$ cat config.mk
export PLATFORM = sky130hd
export DESIGN_NAME = axi_wr_slave_burst
export DESIGN_NICKNAME = d
export VERILOG_FILES = /design/src/rtl/axi_pkg.sv /design/src/rtl/axi_burst_addr_gen.sv /design/src/rtl/axi_wr_slave_burst.sv
export SDC_FILE = /design/constraint.sdc
export NUM_CORES = 1
export LEC_CHECK = 0
export BUFFER_PORTS_ARGS = -buffer_cell sky130_fd_sc_hd__buf_2
export CORE_MARGIN = 2
export CORE_UTILIZATION = 54
export DETAILED_ROUTE_END_ITERATION = 6
export PLACE_DENSITY = 0.81
export SKIP_CTS_REPAIR_TIMING = 1
export SLEW_MARGIN = 25
export SYNTH_ARGS = -nofsm -noshare
export SYNTH_HDL_FRONTEND = slang
export SYNTH_SLANG_ARGS = --single-unit
$ cat constraint.sdc
create_clock -name ACLK -period 4.05 [get_ports ACLK]
set_clock_uncertainty 0.05 [all_clocks]
set_input_delay 0.405 -clock ACLK [delete_from_list [all_inputs] [get_ports ACLK]]
set_output_delay 0.405 -clock ACLK [all_outputs]
set_load 0.01 [all_outputs]
$ cat src/rtl/axi_pkg.sv
// Shared constants and FSM encoding for the AXI3 burst write slave.
package axi_pkg;

  localparam logic [1:0] BURST_FIXED = 2'b00;
  localparam logic [1:0] BURST_INCR  = 2'b01;
  localparam logic [1:0] BURST_WRAP  = 2'b10;

  localparam logic [1:0] RESP_OKAY   = 2'b00;
  localparam logic [1:0] RESP_SLVERR = 2'b10;

  typedef enum logic [2:0] {
    ST_IDLE,
    ST_DATA,
    ST_DEV,
    ST_ADV,
    ST_RESP
  } state_t;

  // WRAP bursts are only legal for 2, 4, 8 or 16 beats.
  function automatic logic wrap_len_ok(input logic [3:0] len);
    return (len == 4'd1) || (len == 4'd3) || (len == 4'd7) || (len == 4'd15);
  endfunction

endpackage

$ cat src/rtl/axi_burst_addr_gen.sv
// Next beat address for FIXED / INCR / WRAP bursts; purely combinational.
module axi_burst_addr_gen
  import axi_pkg::*;
#(
  parameter int ADDR_W = 32
) (
  input  logic [ADDR_W-1:0] i_addr,
  input  logic [2:0]        i_size,
  input  logic [3:0]        i_len,
  input  logic [1:0]        i_burst,
  output logic [ADDR_W-1:0] o_next_addr
);

  logic [ADDR_W-1:0] w_size_bytes;
  logic [ADDR_W-1:0] w_incr;
  logic [ADDR_W-1:0] w_span_mask;

  always_comb begin
    w_size_bytes = ADDR_W'(1) << i_size;
    w_incr       = i_addr + w_size_bytes;
    // span is a power of two for every legal WRAP length, so a mask does the modulo
    w_span_mask  = ((ADDR_W'(i_len) + ADDR_W'(1)) << i_size) - ADDR_W'(1);
    case (i_burst)
      BURST_FIXED: o_next_addr = i_addr;
      BURST_INCR:  o_next_addr = w_incr;
      BURST_WRAP:  o_next_addr = (i_addr & ~w_span_mask) | (w_incr & w_span_mask);
      default:     o_next_addr = i_addr;
    endcase
  end

endmodule

$ cat src/rtl/axi_wr_slave_burst.sv
// AXI3 write slave: one burst at a time, each beat forwarded to a local device port.
//  state   | meaning
//  IDLE    | AWREADY high, waiting for a write address
//  DATA    | WREADY high, waiting for the next W beat
//  DEV     | beat offered on dev_*, waiting for dev_ready
//  ADV     | step address, check WLAST, pick next beat or response
//  RESP    | BVALID high until BREADY
module axi_wr_slave_burst
  import axi_pkg::*;
#(
  parameter int DATA_W = 32,
  parameter int ADDR_W = 32,
  parameter int ID_W   = 2
) (
  input  logic                ACLK,
  input  logic                ARESETn,
  input  logic [ID_W-1:0]     AWID,
  input  logic [ADDR_W-1:0]   AWADDR,
  input  logic [3:0]          AWLEN,
  input  logic [2:0]          AWSIZE,
  input  logic [1:0]          AWBURST,
  input  logic [1:0]          AWLOCK,
  input  logic [3:0]          AWCACHE,
  input  logic [2:0]          AWPROT,
  input  logic                AWVALID,
  output logic                AWREADY,
  input  logic [ID_W-1:0]     WID,
  input  logic [DATA_W-1:0]   WDATA,
  input  logic [DATA_W/8-1:0] WSTRB,
  input  logic                WLAST,
  input  logic                WVALID,
  output logic                WREADY,
  output logic [ID_W-1:0]     BID,
  output logic [1:0]          BRESP,
  output logic                BVALID,
  input  logic                BREADY,
  output logic [ADDR_W-1:0]   dev_addr,
  output logic [DATA_W-1:0]   dev_data,
  output logic [DATA_W/8-1:0] dev_strb,
  output logic                dev_valid,
  input  logic                dev_ready
);

  localparam int         STRB_W   = DATA_W / 8;
  localparam logic [2:0] MAX_SIZE = 3'($clog2(STRB_W));

  state_t              r_state;
  logic [ID_W-1:0]     r_id;
  logic [ADDR_W-1:0]   r_addr;
  logic [3:0]          r_len;
  logic [2:0]          r_size;
  logic [1:0]          r_burst;
  logic [3:0]          r_beat_cnt;
  logic                r_err;
  logic                r_wlast;

  logic                r_awready;
  logic                r_wready;
  logic                r_bvalid;
  logic [ID_W-1:0]     r_bid;
  logic [1:0]          r_bresp;
  logic [ADDR_W-1:0]   r_dev_addr;
  logic [DATA_W-1:0]   r_dev_data;
  logic [STRB_W-1:0]   r_dev_strb;
  logic                r_dev_valid;

  logic [ADDR_W-1:0]   w_next_addr;
  logic [ADDR_W-1:0]   w_align_mask;
  logic                w_aw_err;
  logic                w_last;
  logic                w_err_final;
  logic                w_unused;

  assign w_unused = ^{AWLOCK, AWCACHE, AWPROT};

  always_comb begin
    w_align_mask = (ADDR_W'(1) << AWSIZE) - ADDR_W'(1);
    w_aw_err     = (AWSIZE > MAX_SIZE) || (AWBURST == 2'b11) ||
                   ((AWBURST == BURST_WRAP) &&
                    (!wrap_len_ok(AWLEN) || ((AWADDR & w_align_mask) != '0)));
    w_last       = (r_beat_cnt == r_len);
    // folds this beat's WLAST check into the response decided in the same cycle
    w_err_final  = r_err || (r_wlast != w_last);
  end

  axi_burst_addr_gen #(
    .ADDR_W (ADDR_W)
  ) u_addr_gen (
    .i_addr      (r_addr),
    .i_size      (r_size),
    .i_len       (r_len),
    .i_burst     (r_burst),
    .o_next_addr (w_next_addr)
  );

  always_ff @(posedge ACLK or negedge ARESETn) begin
    if (!ARESETn) begin
      r_state     <= ST_IDLE;
      r_id        <= '0;
      r_addr      <= '0;
      r_len       <= '0;
      r_size      <= '0;
      r_burst     <= '0;
      r_beat_cnt  <= '0;
      r_err       <= 1'b0;
      r_wlast     <= 1'b0;
      r_awready   <= 1'b1;
      r_wready    <= 1'b0;
      r_bvalid    <= 1'b0;
      r_bid       <= '0;
      r_bresp     <= RESP_OKAY;
      r_dev_addr  <= '0;
      r_dev_data  <= '0;
      r_dev_strb  <= '0;
      r_dev_valid <= 1'b0;
    end else begin
      case (r_state)
        ST_IDLE: begin
          if (AWVALID) begin
            r_id       <= AWID;
            r_addr     <= AWADDR;
            r_len      <= AWLEN;
            r_size     <= AWSIZE;
            r_burst    <= AWBURST;
            r_beat_cnt <= '0;
            r_err      <= w_aw_err;
            r_awready  <= 1'b0;
            r_wready   <= 1'b1;
            r_state    <= ST_DATA;
          end
        end
        ST_DATA: begin
          if (WVALID) begin
            r_dev_addr <= r_addr;
            r_dev_data <= WDATA;
            r_dev_strb <= WSTRB;
            r_wlast    <= WLAST;
            r_wready   <= 1'b0;
            if (WID != r_id) begin
              r_err   <= 1'b1;
              r_state <= ST_ADV;
            end else begin
              r_dev_valid <= 1'b1;
              r_state     <= ST_DEV;
            end
          end
        end
        ST_DEV: begin
          if (dev_ready) begin
            r_dev_valid <= 1'b0;
            r_state     <= ST_ADV;
          end
        end
        ST_ADV: begin
          r_addr <= w_next_addr;
          r_err  <= w_err_final;
          if (w_last || r_wlast) begin
            r_bvalid <= 1'b1;
            r_bid    <= r_id;
            r_bresp  <= w_err_final ? RESP_SLVERR : RESP_OKAY;
            r_state  <= ST_RESP;
          end else begin
            r_beat_cnt <= r_beat_cnt + 4'd1;
            r_wready   <= 1'b1;
            r_state    <= ST_DATA;
          end
        end
        ST_RESP: begin
          if (BREADY) begin
            r_bvalid  <= 1'b0;
            r_awready <= 1'b1;
            r_state   <= ST_IDLE;
          end
        end
        default: r_state <= ST_IDLE;
      endcase
    end
  end

  assign AWREADY   = r_awready;
  assign WREADY    = r_wready;
  assign BVALID    = r_bvalid;
  assign BID       = r_bid;
  assign BRESP     = r_bresp;
  assign dev_addr  = r_dev_addr;
  assign dev_data  = r_dev_data;
  assign dev_strb  = r_dev_strb;
  assign dev_valid = r_dev_valid;

endmodule

Word level (Yosys, flattened, before mapping)
Index checks and enable logic that the tools add are counted.
- output and inout port bits: 76
- latch bits: 0
- bits of input ports: 97
- logic and storage cells: 116
- bits in writable memories: 0
- memories kept: 0
- register bits: 128
- memory bits (read-only): 0
- $add $sub $neg: 5
- divide/modulo/power cells: 0
- reduce and logical (&&, ||, !) cells: 28
- equal/unequal tests: 24
- bitwise gates (word level): 5
- shift-type cells: 3
- mux-type cells: 32
- $mul: 0
- magnitude comparators: 1
- operators by type and width (cell ; count):
    32-bit one-hot mux with 2 select lines ; 2
    32-bit bitwise AND ; 3
    1-bit by 3-bit left shift with 32-bit output (first input constant) ; 2
    32-bit adder ; 1
    32-bit 2-to-1 mux ; 1
    32-bit inverter ; 1
    32-bit bitwise OR ; 1
    32-bit nonzero test ; 1
    32-bit by 3-bit left shift with 32-bit output ; 1
    32-bit by 1-bit subtractor with 32-bit output (second input constant) ; 1
    32-bit by 2-bit subtractor with 32-bit output (second input constant) ; 1
    2-bit != test (second input constant) ; 8
    4-bit AND reduction ; 4
    3-bit 2-to-1 mux ; 5
    3-bit one-hot mux with 5 select lines ; 1
    1-bit 2-to-1 mux ; 14
    3-bit AND reduction ; 4
    1-bit logical OR ; 8
    4-bit 2-to-1 mux ; 2
    4-bit one-hot mux with 2 select lines ; 1
    2-bit nonzero test ; 4
    2-bit equality test (second input constant) ; 3
    3-bit by 2-bit equality test with 1-bit output (second input constant) ; 2
    1-bit one-hot mux with 2 select lines ; 3
    other kinds (21) ; 24

Depth between registers and ports, before layout
Gate-level depths: netlist of run 1.
- depth after elaboration: 10
- gate-level depth with buffers: 15
- depth with buffers taken out: 12

Cells and area by module
A second synthesis of run 1 with hierarchy kept.
- cell total of the unflattened synthesis: 837
- area total of the unflattened synthesis: 7683.6 um^2
- by module, submodules not included (module ; sequential area each (um^2) ; cells each ; area an instance (um^2) ; instances):
    axi_wr_slave_burst ; 3179.3 ; 470 ; 5390.2 ; 1
    axi_burst_addr_gen ; 0.0 ; 367 ; 2293.4 ; 1

Worst setup path after synthesis of run 1
Ideal clock, no wire load.
- kind: flip-flop to flip-flop
- start point: register r_size[0]
- end point: register with a tool-made name
- path buffers: 3
- library setup time: 90 ps
- arrival time: 3039 ps
- stages on the path, launching flop included: 15
- required time: 3910 ps
- setup slack: 871 ps
- clock period less this slack: 3179 ps
- cell sequence: dfrtp_1 clkbuf_2 buf_2 clkbuf_1 nor3_1 ha_1 inv_1 fa_1 nor2b_1 o31ai_1 a31oi_1 and2_1 nand2_1 o31a_2 o221ai_1
- RTL lines (item ; line ; RTL):
    from (decl) ; axi_wr_slave_burst.sv:51 ; logic [2:0] r_size;
    from (signal assigned) ; axi_wr_slave_burst.sv:102 ; r_size <= '0;
    from (signal assigned) ; axi_wr_slave_burst.sv:123 ; r_size <= AWSIZE;

==> run metrics, run 1 <==
Final nets=961; area grow syn2layout=23.33%; hold_ws=-0.03424 ns; Vias=5942; Synth area leader=dfrtp_1; GPL Wtd Cong=0.9671; final hold violations=25; Crit-path slowest cell=xor2_1; Worst EP required=about 4.3 ns; critical path arrival=between 3 and 4 ns; fmax=0.2948 GHz; Synth area leaders=dfrtp_1, mux2_2, a21oi_1; count of different cell masters after synthesis=70; asr flop ratio synth=100.0%; initial antenna violation count=0; Vias/cell=5.747; slowest stage delay, CP=0.60 ns; post-synth top area share=44.87%; path category of the worst min-delay check=input port to asynchronous set/reset pin; leakage=a little under 4 nW; period utilization=83.77%; total CTS buffers=17; total track usage=25.81%; sum of negative setup slack=0 ns; Slew HR=52.06%; largest net degree at the start of global routing=78; RSZ-0062 raised after global routing=no; NetSw=0.003275 W; r2r startpoint=r_len[1]; Sw Ratio=40.48%; Die X=between 100 and 150 um; Flop pwr share=30.3%; per-cell routed wire length=~17 um; synth cell count leaders=dfrtp_1, mux2_2, nand2_1; global route overflow=0; DR pass1 iterations=6; Die Y=118.1 um; DRC viols=0; TritonCTS clock tree=yes; Most used DFF post-synth=dfrtp_1; worst setup path category=flop to flop; Clock power frac=21.0%; vias in the first global route=5815; failing checks=hold timing; CP Launch Type=flop; Int Power=slightly below 0.005 W; R2R Setup Slk=0.66 ns; Clock Latency Late Sink=0.42 ns; fraction of layout cells with a size suffix above 1=36.43%; core footprint=roughly 0.013 mm^2; Mapped Nets=802; status=complete, but fails checks; CTS Buffer Depth=2; R2R depth=8; io pins=173; max_cap viols=0; Worst Path Max Fanout=14; register area share after synthesis=between 40% and 50%; WL final=17.55 mm; VDD IR max=0.0005985 V; DR iter-0 viols=423; DIE AREA=0.01394 mm^2; Worst setup EP type=flop; min Tclk post-route=3.393 ns; Routed Antenna Nets=0; synth warn=0; cell family contributing the most delay on the critical path=compound AO/OA/AOI/OAI gates; synthesized area per cell=about 10 um^2; number of synthesized flops with an enable pin=0; #FFs+latches synth=about 130; Initial Util=between 50% and 60%; first-pass GRT wire length=between 20 and 30 mm; Tightest Pin Transition=0.7167 ns; Power Total=0.008091 W; Reg clk slew, reported paths=0.06 ns; Port Buffer Count=between 150 and 200; endpoints failing setup=0; count of final max-slew check failures=0; n_diodes=0; cell count after synthesis=690; power per cell area=roughly 930 mW/mm^2; FF/Latch Area=0.003179 mm^2; Root Buffer=clkbuf_16; H-tree levels=4; CTS Sinks=127; synthesized area=0.007027 mm^2; cell chain of the critical path=ha_1 > xor2_1 > nand2_1 > a31oi_1 > and4b_4 > a31oi_4 > o21ai_0 > a22o_1; Comb power frac=48.7%; HPWL after DPL=12.38 mm; CP Buf/Inv Count=0; Multi-input gate area=between 0.003 and 0.004 mm^2; most frequent cell after synthesis=dfrtp_1; standard-cell rows=41; # fillers=1017
## stage by stage
stage,hold slack (ns),cell area [um^2],setup slack [ns],util [%],std cells
finish,-0.03424,8666,0.6573,68.39,1034
global route,0.02006,8666,0.4586,68.39,1034
CTS,-0.01914,8666,0.6974,68.39,1034
detailed placement,0.4314,8003,0.6980,63.16,1002
global placement,0.4251,8003,0.7493,63.16,1002
floorplan,0.05941,7027,0.8706,-,690
## metal layers
| layer | vias up | global-route usage [%] | wire length [um] |
|---|---|---|---|
| met2 | 232 | 41.37 | 8280 |
| met1 | 2861 | 34.91 | 7838 |
| li1 | 2829 | - | - |
| met5 | - | 0 | 0 |
| met4 | 0 | 7.982 | 223 |
| met3 | 20 | 5.911 | 1203 |
## kinds of logic (layout without fill, tap and decap cells)
logic type / after synthesis / after routing / share of synthesized area [%]
fa+ha+maj: 15 / 15 / 2.778
simple gates: 206 / 206 / 14.55
buf+inv: 48 / 220 / 3.205
other cells: 1 / 1 / 0.05337
xor+xnor: 24 / 24 / 2.991
mux: 84 / 84 / 13.46
flops: 127 / 127 / 45.25
compound gates: 185 / 185 / 17.72
## cells in the final DEF (no fill, tap or decap), types with 9 or more instances in the layout
cell type / count
xnor2_1: 12
ha_1: 14
clkbuf_16: 17
buf_4: 12
nand3_1: 10
nor2_1: 46
nand2_1: 76
mux2_2: 84
inv_1: 13
o21ai_0: 35
dfrtp_1: 126
buf_2: 161
xor2_1: 12
nand2b_1: 15
nor2b_1: 12
o22ai_1: 9
a21oi_1: 61
## final cells by class
| type | count | area share, % |
|---|---|---|
| clock buffer | 19 | 5.227 |
| clock inverter | 13 | 2.426 |
| inverter | 13 | 0.5631 |
| multi-input combinational | 515 | 41.81 |
| sequential | 127 | 36.69 |
| tap | 172 | 2.483 |
| timing repair buffer | 175 | 10.80 |
## power by group through the flow
stage | Combinational, W | Clock (W) | Sequential [W]
after detailed placement | 0.00389 | 0 | 0.00246
after global routing | 0.00434 | 0.00177 | 0.00255
final | 0.00394 | 0.00170 | 0.00246
after floorplan | 0.00279 | 0 | 0.00245
after CTS | 0.00393 | 0.00173 | 0.00245
after global placement | 0.00381 | 0 | 0.00242
## worst reg2reg max path, delay by kind of cell (launching register included)
kind / cells / cell delay [ns]
AND/OR/NAND/NOR: 2 / 0.51
flip-flops: 1 / 0.50
XOR/XNOR: 1 / 0.60
adder cells (fa/ha/maj): 1 / 0.30
AO/OA/AOI/OAI: 4 / 1.32
## worst max-delay path by stage
stage               from  slack, ns  cells past startpoint  endpoint
3_5_place_dp    r_len[1]       0.70                      8      flop
3_3_place_gp    r_len[1]       0.75                      8      flop
4_1_cts         r_len[1]       0.70                      8      flop
5_1_grt         r_len[1]       0.46                      8      flop
6_report        r_len[1]       0.66                      8      flop
2_1_floorplan  r_size[0]       0.87                     14      flop
Note: power is estimated with default switching activity, not from simulation.
==> run 2: changes to the inputs <==
--- a/config.mk
+++ b/config.mk
@@ -7,9 +7,9 @@
 export LEC_CHECK = 0
 export BUFFER_PORTS_ARGS = -buffer_cell sky130_fd_sc_hd__buf_2
 export CORE_MARGIN = 2
-export CORE_UTILIZATION = 54
+export CORE_UTILIZATION = 49
 export DETAILED_ROUTE_END_ITERATION = 6
-export PLACE_DENSITY = 0.81
+export PLACE_DENSITY = 0.77
 export SKIP_CTS_REPAIR_TIMING = 1
 export SLEW_MARGIN = 25
 export SYNTH_ARGS = -nofsm -noshare
==> constraint.sdc (replaced) <==
create_clock -name ACLK -period 2.8 [get_ports ACLK]
set_clock_uncertainty 0.05 [all_clocks]
set_input_delay 0.28 -clock ACLK [delete_from_list [all_inputs] [get_ports ACLK]]
set_output_delay 0.28 -clock ACLK [all_outputs]
set_load 0.01 [all_outputs]
==> run 2 against run 1 <==
  * The flow now finishes without violations
  * Largest cell class unchanged
  * Sequential power rose by 42%
  * Highest routed layer is now met5
  * Design area up 7.1%
  * Sequential cell count unchanged
  * Final cell count grew 6.9%
  * Via count is 4.8% higher
  * Critical path depth grew 3
  * First-iteration DRC count increased by 33%
  * Worst setup slack got worse by 0.62 ns
  * Wire length up 8.9%
  * Largest power group unchanged
==> run metrics, run 2 (same netlist as run 1, synthesis figures left out) <==
placed cell count=1060 (+5.8%); Worst EP required=3.11 ns (-1.20 ns); Initial Util=50.43% (-5.0 points); Tightest Pin Transition=0.8994 ns (+0.1827 ns); cell chain of the critical path=buf_6 > a31o_4 > and2_4 > a221o_1 > a211oi_4 > and4b_4 > buf_4 > a21oi_1 > buf_4 > o31ai_4 > a22o_1; Clock Latency Late Sink=0.42 ns (about the same); Slew HR=39.82% (-12 points); Port Buffer Count=162 (unchanged); # fillers=1110 (+9.1%); TritonCTS clock tree=yes; endpoints failing setup=0 (unchanged); Die Y=123.8 um (+4.8%); min Tclk post-route=2.765 ns (-0.6275 ns); sum of negative setup slack=0 ns (unchanged); R2R Setup Slk=0.03 ns (-0.62 ns); VDD IR max=0.0007486 V (+25%); Clock power frac=17.5% (-3.5 points); CP Buf/Inv Count=3 (+3); vias in the first global route=6233 (+7.2%); DR pass1 iterations=5 (-1); path category of the worst min-delay check=input port to flop; Vias=6225 (+4.8%); Worst Path Max Fanout=6 (-8); worst setup path category=flop to flop; max_cap viols=0 (unchanged); Sw Ratio=40.15% (-0.33 points); final cell count without fillers=1105 (+6.9%); total CTS buffers=17 (unchanged); Flop pwr share=27.5% (-2.8 points); period utilization=98.75% (+15 points); Routed Antenna Nets=0 (unchanged); Worst setup EP type=flop; Die X=123.8 um (+4.8%); GPL Wtd Cong=0.8689 (-10%); Hold Startpoint=WLAST; fraction of layout cells with a size suffix above 1=43.94% (+7.5 points); Final WS setup=0.03487 ns (-0.6225 ns); Multi-input gate area=0.003806 mm^2 (+5.0%); r2r startpoint=r_len[0]; DIE AREA=0.01531 mm^2 (+9.9%); Root Buffer=clkbuf_16; Hold Path Sink=r_wlast; CP Launch Type=flop; Comb power frac=55.0% (+6.3 points); HPWL after DPL=13.50 mm (+9.0%); CTS Buffer Depth=2 (unchanged); slowest stage delay, CP=0.39 ns (-0.21 ns); Crit-path slowest cell=dfrtp_1; standard-cell rows=43 (+4.9%); Final nets=1023 (+6.5%); power per cell area=1367 mW/mm^2 (+46%); CP most frequent cell=buf_4; WL final=19.11 mm (+8.9%); first-pass GRT wire length=30.44 mm (+5.1%); H-tree levels=4 (unchanged); leakage=4.259 nW (+7.8%); Vias/cell=5.633 (-2.0%); fmax=0.3616 GHz (+23%); pre-CTS WS=0.003209 ns (-0.6947 ns); critical path arrival=3.08 ns (-0.57 ns); most frequent cells in the layout=buf_2, dfrtp_1, mux2_2, nand2_1, buf_4; DRC viols=0 (unchanged); RSZ-0062 raised after global routing=yes; cell family contributing the most delay on the critical path=compound AO/OA/AOI/OAI gates; global route overflow=0 (unchanged); io pins=173 (unchanged); Reg clk slew, reported paths=0.06 ns (about the same); worst hold path cell count=3; commonest non-fill, non-tap cell in the layout=buf_2; per-cell routed wire length=17.30 um (+1.9%); NetSw=0.005095 W (+56%); Int Power=0.007594 W (+58%); count of final max-slew check failures=0 (unchanged); core footprint=0.01393 mm^2 (+10%); initial antenna violation count=2 (+2); final hold violations=0 (-100%); status=complete, no violations; area grow syn2layout=32.12%; total track usage=25.80% (about the same); largest net degree at the start of global routing=68 (-13%); CTS Sinks=127 (unchanged); DR iter-0 viols=563 (+33%); R2R depth=11 (+3); FF/Latch Area=0.003183 mm^2 (+0.12%)
run 2: power groups by stage:
stage / clock network [W] / logic [W] / registers (W)
final: 0.00222 / 0.00698 / 0.00349
after global routing: 0.00233 / 0.00767 / 0.00361
after CTS: 0.00224 / 0.00654 / 0.00345
after detailed placement: 0 / 0.00646 / 0.00346
after global placement: 0 / 0.00632 / 0.00342
after floorplan: 0 / 0.00414 / 0.00355
run 2: worst max-delay path by stage:
stage / start / to / slack, ns / cells after the start
2_1_floorplan: r_size[0] / flop / -0.07 / 14
3_3_place_gp: r_len[0] / flop / 0.04 / 10
3_5_place_dp: r_size[1] / flop / 0.003 / 12
4_1_cts: r_len[0] / flop / -0.03 / 10
5_1_grt: r_len[0] / flop / -0.09 / 10
6_report: r_len[0] / flop / 0.03 / 11
run 2: layout make-up:
class                   instances  area share (%)
multi-input cells             515           41.00
flip-flops and latches        127           34.29
repair buffers                237           15.32
clock buffers                  23           5.256
well taps                     180           2.426
clock inverters                 9           1.159
inverters                      13          0.5256
diodes                          1         0.02695
run 2: stage by stage:
stage	power (W)	utilization [%]	hold slack (ns)	cell area, um^2
2_1_floorplan	0.007687	-	-0.06559	7107
3_3_place_gp	0.009743	60.43	0.2432	8421
6_report	0.01269	66.62	0.01168	9284
5_1_grt	0.01361	66.62	0.02272	9284
3_5_place_dp	0.009923	60.43	0.2367	8421
4_1_cts	0.01223	64.70	-0.2081	9016
run 2: metal layers:
metal | up-vias | GRT usage (%) | wire length, um
met3 | 32 | 7.143 | 1288
met5 | - | 0 | 13
met4 | 2 | 7.884 | 246
li1 | 2952 | - | -
met2 | 213 | 42.45 | 9360
met1 | 3026 | 33.20 | 8201
run 2: worst min-delay path, stage by stage:
cell and delay (ns):
buf_2 0.07, nand2_1 0.03, o21ai_0 0.05
